$ cat src/rtl/mux4_rr_arbiter.sv
// rtl/mux4_rr_arbiter.sv - round-robin 4:1 arbiter with registered valid/ready output
module mux4_rr_arbiter #(
  parameter int WIDTH = 4
) (
  input  logic             clk,
  input  logic             rst_n,
  input  logic [3:0]       req,
  input  logic [WIDTH-1:0] a,
  input  logic [WIDTH-1:0] b,
  input  logic [WIDTH-1:0] c,
  input  logic [WIDTH-1:0] d,
  input  logic             out_ready,
  output logic [3:0]       gnt,
  output logic [1:0]       sel,
  output logic             out_valid,
  output logic [WIDTH-1:0] out_data,
  output logic             busy
);

  typedef enum logic {IDLE, SEND} state_e;

  state_e           state_q, state_d;
  logic [1:0]       ptr_q, ptr_d;
  logic [3:0]       gnt_q, gnt_d;
  logic [1:0]       sel_q, sel_d;
  logic             valid_q, valid_d;
  logic [WIDTH-1:0] data_q, data_d;

  logic [3:0]       eff_req;
  logic             win_found;
  logic [1:0]       win_idx;
  logic             arb;
  logic [WIDTH-1:0] win_data;

  // A requester whose grant is pulsing right now is not eligible on this edge.
  assign eff_req = req & ~gnt_q;

  always_comb begin
    logic [1:0] idx;
    win_found = 1'b0;
    win_idx   = 2'd0;
    idx       = 2'd0;
    for (int i = 0; i < 4; i++) begin
      idx = ptr_q + i[1:0];
      if (!win_found && eff_req[idx]) begin
        win_found = 1'b1;
        win_idx   = idx;
      end
    end
  end

  always_comb begin
    win_data = a;
    case (win_idx)
      2'd0: win_data = a;
      2'd1: win_data = b;
      2'd2: win_data = c;
      2'd3: win_data = d;
      default: win_data = a;
    endcase
  end

  // Arbitrate from IDLE, or back-to-back when the held word is being consumed.
  assign arb = win_found && ((state_q == IDLE) || out_ready);

  always_ff @(posedge clk or negedge rst_n) begin
    if (!rst_n) begin
      state_q <= IDLE;
      ptr_q   <= 2'd0;
      gnt_q   <= 4'd0;
      sel_q   <= 2'd0;
      valid_q <= 1'b0;
      data_q  <= '0;
    end else begin
      state_q <= state_d;
      ptr_q   <= ptr_d;
      gnt_q   <= gnt_d;
      sel_q   <= sel_d;
      valid_q <= valid_d;
      data_q  <= data_d;
    end
  end

  always_comb begin
    state_d = state_q;
    case (state_q)
      IDLE: if (arb) state_d = SEND;
      SEND: if (out_ready && !arb) state_d = IDLE;
      default: state_d = IDLE;
    endcase
  end

  always_comb begin
    gnt_d   = 4'd0;
    sel_d   = sel_q;
    data_d  = data_q;
    valid_d = valid_q;
    ptr_d   = ptr_q;
    if (arb) begin
      gnt_d   = 4'b0001 << win_idx;
      sel_d   = win_idx;
      data_d  = win_data;
      valid_d = 1'b1;
      ptr_d   = win_idx + 2'd1;
    end else if (state_q == SEND && out_ready) begin
      valid_d = 1'b0;
    end
  end

  assign gnt       = gnt_q;
  assign sel       = sel_q;
  assign out_valid = valid_q;
  assign out_data  = data_q;
  assign busy      = valid_q;

endmodule

$ cat config.mk
export PLATFORM = sky130hd
export DESIGN_NAME = mux4_rr_arbiter
export DESIGN_NICKNAME = d
export VERILOG_FILES = /design/src/rtl/mux4_rr_arbiter.sv
export SDC_FILE = /design/constraint.sdc
export NUM_CORES = 1
export LEC_CHECK = 0
export BUFFER_PORTS_ARGS = -buffer_cell sky130_fd_sc_hd__buf_2
export CORE_AREA = 2 2 56 58
export CTS_CLUSTER_DIAMETER = 80
export DETAILED_ROUTE_END_ITERATION = 8
export DIE_AREA = 0 0 58 60
export PLACE_DENSITY = 0.61
export SLEW_MARGIN = 20
export SYNTH_ARGS = -nofsm -noshare
export SYNTH_HDL_FRONTEND = slang
export SYNTH_SLANG_ARGS = --single-unit
$ cat constraint.sdc
create_clock -name clk -period 2.2 [get_ports clk]
set_input_delay 0.22 -clock clk [delete_from_list [all_inputs] [get_ports clk]]
set_output_delay 0.22 -clock clk [all_outputs]
set_load 0.02 [all_outputs]
# After elaboration in Yosys (flattened, before gate mapping)
# Index checks and enable logic that the tools add are counted.
# totals
ff_bits,14
input_bits,23
output_inout_bits,12
# op_classes
n_addsub,4
magnitude_cmp,4
n_eq_ne,3
shift,1
n_mux,23
bitwise_logic,3
n_reduce_logical,13
# op_table
operator,n
one-hot mux 4 bit (4 select lines),1
"less-than comparator 2 x 3 -> 1 bit, second input constant",4
two-way mux 1 bit,12
binary-select mux 1 bit (select 2 bit),4
two-way mux 2 bit,4
logical AND 1 bit,6
"adder 2 x 1 -> 2 bit, second input constant",2
"adder 2 bit, second input constant",2
bitwise AND 4 bit,1
"equality test 2 bit, second input constant",2
logical NOT 1 bit,4
two-way mux 4 bit,1
inverter 4 bit,1
"<< shifter 1 x 2 -> 4 bit, first input constant",1
"equality test 2 x 1 -> 1 bit, second input constant",1
logical NOT 2 bit,1
one-hot mux 1 bit (2 select lines),1
nonzero test 2 bit,1
logical OR 1 bit,1
inverter 1 bit,1

# Depth between registers and ports, before layout
# depth
word_depth,19
depth_mapped,9
mapped_depth_nobuf,9

# Worst setup path after synthesis
# Ideal clock, no wire load.
# synth_timing
kind,register to register
start,register gnt_q[1] (netlist: gnt[1])
end,register data_q[0] (netlist: out_data[0])
setup_ps,137
t_arrival_ps,2028
t_required_ps,2063
path_slack_ps,35
path_stages_with_launch,9
path_buffers,0
period_less_slack_ps,2165
cell_sequence,dfrtp_1 > nor2b_4 > or4_4 > and3_1 > ha_1 > a222oi_1 > nor2_1 > a21oi_1 > o21ai_0
# synth_via
elab_chain_cells,16
# synth_lines
item,line_no,source
from (decl),24,"logic [3:0] gnt_q, gnt_d;"
from (signal assigned),77,gnt_q <= gnt_d;
inverter 4 bit *,36,assign eff_req = req & ~gnt_q;
bitwise AND 4 bit *,36,
binary-select mux 1 bit (select 2 bit),45,if (!win_found && eff_req[idx]) begin
two-way mux 1 bit (not written as such),45,
two-way mux 1 bit,45,
logical NOT 1 bit,45,
logical AND 1 bit,45,
two-way mux 1 bit,45,
logical NOT 1 bit,45,
logical AND 1 bit,45,
two-way mux 1 bit,45,
logical NOT 1 bit,45,
logical AND 1 bit,45,
two-way mux 2 bit *,45,
net win_idx[0],31,logic [1:0] win_idx;
equality test 2 bit (tied with other cells),54,case (win_idx)
one-hot mux 4 bit (4 select lines) *,54,
to (signal assigned),80,data_q <= data_d;
to (decl),27,"logic [WIDTH-1:0] data_q, data_d;"
# Mark *: on every way through the listed nets, which the timed path passes. The rest lies on a longest branch. The select of a mux whose other input is x is not followed.
# A chain may end at the register's enable or synchronous reset.

# Worst setup path after layout
# layout_timing
start,register gnt_q[2] (netlist: gnt[2])
end,register data_q[1] (netlist: out_data[1])
# The elaborated chain is that of the path after synthesis.

==> results.ini <==
[logic_synthesis]
yosysWarnings = 0
ys_seq_area_frac = 0.431
synth_top_area_cell = dfrtp_1
synth_top_area_share = 0.431
yosys_register_bits = 14
synthFlopType = dfrtp_1
synthesis.area_um2 = 812
synthTopCellsByArea = dfrtp_1, ha_1, a222oi_1
synth_fp_nets = 108
synth_cell_types = 32
synth_common_cells = dfrtp_1, nand2_1, a21oi_1
synth.most_common_cell = dfrtp_1
avgSynthCellArea_um2 = 10.2
synth_edf_count = 0
async_flop_share = 1.00
synth_cells = 80

[pwr]
max-vdd-ir-drop_mv = 0.605
p_leak_uw = 0.000578
powerDensity_nw_per_um2 = 1330
p_total_uw = 1610

[setup_path]
required_ps = 2370
worst_setup_path_start_kind = register
arrival_ps = 2240
cp_max_fo = 5
cp-end-kind = register
critPathKind = reg -> reg

[global_routing]
grt_max_degree = 15
grtUsageTotal = 0.121
antenna_found_initial = 0
grt_first_pass_wirelength_mm = 3.22
grt_pass1_vias = 743
grt-ovfl-total = 0
grtUsageMet2 = 0.203
met3_usage = 0.0238
grt-busiest-layer = met2
use_met1 = 0.151

[clock_tree]
cts-root-buf = clkbuf_4
cts_inserted_buffers = 3
clk_latency_ps = 280
htree_levels = 1
cts_tree = done
clockBufferDepth = 2
cts_sinks = 14
clkTransAtPathRegs_ps = 90

[job]
maxCapViolCount = 0

[finish]
diodes = 0
nFillCells = 282
drive_gt1_frac = 0.533
multiInputGateArea_um2 = 543
fin_nets = 151
syn_to_final_growth_pct = 49.0
seqCellArea_um2 = 353

[die]
dieArea_um2 = 3480
start_util = 0.280
die_x_um = 58
core_um2 = 2900
die_h_um = 60
io_pins = 35
row_count = 20

[detailed_routing]
vias = 762
wl_per_cell_um = 12.8
drt_pass1_iterations = 4
drcViolationCount = 0
wl_mm = 1.99
drt_iter0_markers = 23
viasPerCell = 4.92
ant_nets = 0

[timing]
tightest_slew_ps = 342
skew_ps = 2.51
post-route-min-period_ps = 2070
tns_ps = 0
max_freq_mhz = 484
final-setup-viol-count = 0
finalHoldViolCount = 0
fin_crit_sh = 0.939
maxSlewViolCount = 0
relSlewSlack = 0.769

[status]
outcome = finished, final reports clean

[worst_hold_path]
hp-class = in -> reg

[placement]
place_hpwl_mm = 1.57
io_buffer_count = 34
gp_congestion = 0.856

==> sequential cells by signal, indices dropped and copies added, names as in the netlist <==
| signal | count |
|---|---|
| busy | 1 |
| gnt | 4 |
| out_data | 4 |
| ptr_q | 2 |
| sel | 2 |
| state_q | 1 |
==> cell type report <==
cell class / count / share of cell area
Sequential cell: 14 / 0.292
Clock buffer: 4 / 0.0300
Timing Repair Buffer: 41 / 0.189
Inverter: 2 / 0.00620
Tap cell: 33 / 0.0341
Multi-Input combinational cell: 61 / 0.449
==> layer usage <==
layer	routed length [µm]	vias up
li1	-	374
met1	880	352
met2	966	31
met3	118	5
met4	24	0
met5	0	-
==> placed cells by master (no fill, tap or decap), types with 2 or more instances in the layout <==
cell,n
ha_4,2
a222oi_1,4
and2_1,4
o21ai_0,4
nand2b_1,4
dfrtp_2,2
inv_1,2
ha_2,2
buf_2,34
nor2_1,5
a21oi_1,5
nor2b_2,2
dfrtp_1,12
clkbuf_4,3
nor2b_4,2
buf_4,5
nand2_1,7
==> worst max-delay path, cell delays in order (launching register included) <==
cell      delay, ps
dfrtp_2         420
nor2b_4          70
or4_4           520
and3_4          180
ha_4            170
a222oi_1        320
nor2_1           70
a21oi_1         120
o21ai_0          80
==> what timing repair did <==
item	CTS	global route
hold buffers	1	0
resized for setup	0	25
hold endpoints to repair	14	0
endpoints found under the setup margin	0	4
setup buffers	0	1
==> path summary, 6_finish.rpt <==
path                                        start                      end  slack (ps)  cells past startpoint
worst max-delay path             gnt[2]$_DFF_PN0_  out_data[1]$_DFFE_PN0P_         130                      8
worst min-delay path                         a[0]  out_data[0]$_DFFE_PN0P_         210                      3
worst max register to register   gnt[2]$_DFF_PN0_  out_data[1]$_DFFE_PN0P_         130                      8
worst min register to register  state_q$_DFF_PN0_         busy$_DFFE_PN0P_         440                      1
max in group asynchronous                   rst_n         gnt[0]$_DFF_PN0_        1590                      2
min in group asynchronous                   rst_n         gnt[1]$_DFF_PN0_         350                      2
==> power by group <==
| group | leakage, µW | switching (µW) | total [µW] | internal [µW] |
|---|---|---|---|---|
| combinational | 0.000389 | 501 | 964 | 464 |
| sequential | 0.000168 | 101 | 461 | 360 |
| clock | 0.0000210 | 86.1 | 187 | 101 |
==> stage by stage <==
step                      hold WS [ps]  utilization  std cells  instance area [µm²]  setup WS, ps
after floorplan                  -75.6            -         80                  812          34.6
after global placement             139        0.360        149                 1040          59.6
after detailed placement           137        0.360        149                 1040          25.7
after CTS                          228        0.376        154                 1090          10.0
after global routing               234        0.417        155                 1210         -12.8
final                              214        0.417        155                 1210           133
==> cell families after synthesis <==
logic type	share of synthesized area
DFF	0.431
and+or+nand+nor	0.236
adders and majority gates	0.0770
muxes	0.0308
AOI/OAI and AO/OA	0.196
buffers and inverters	0.0293
Power figures use the tool's default switching activity.
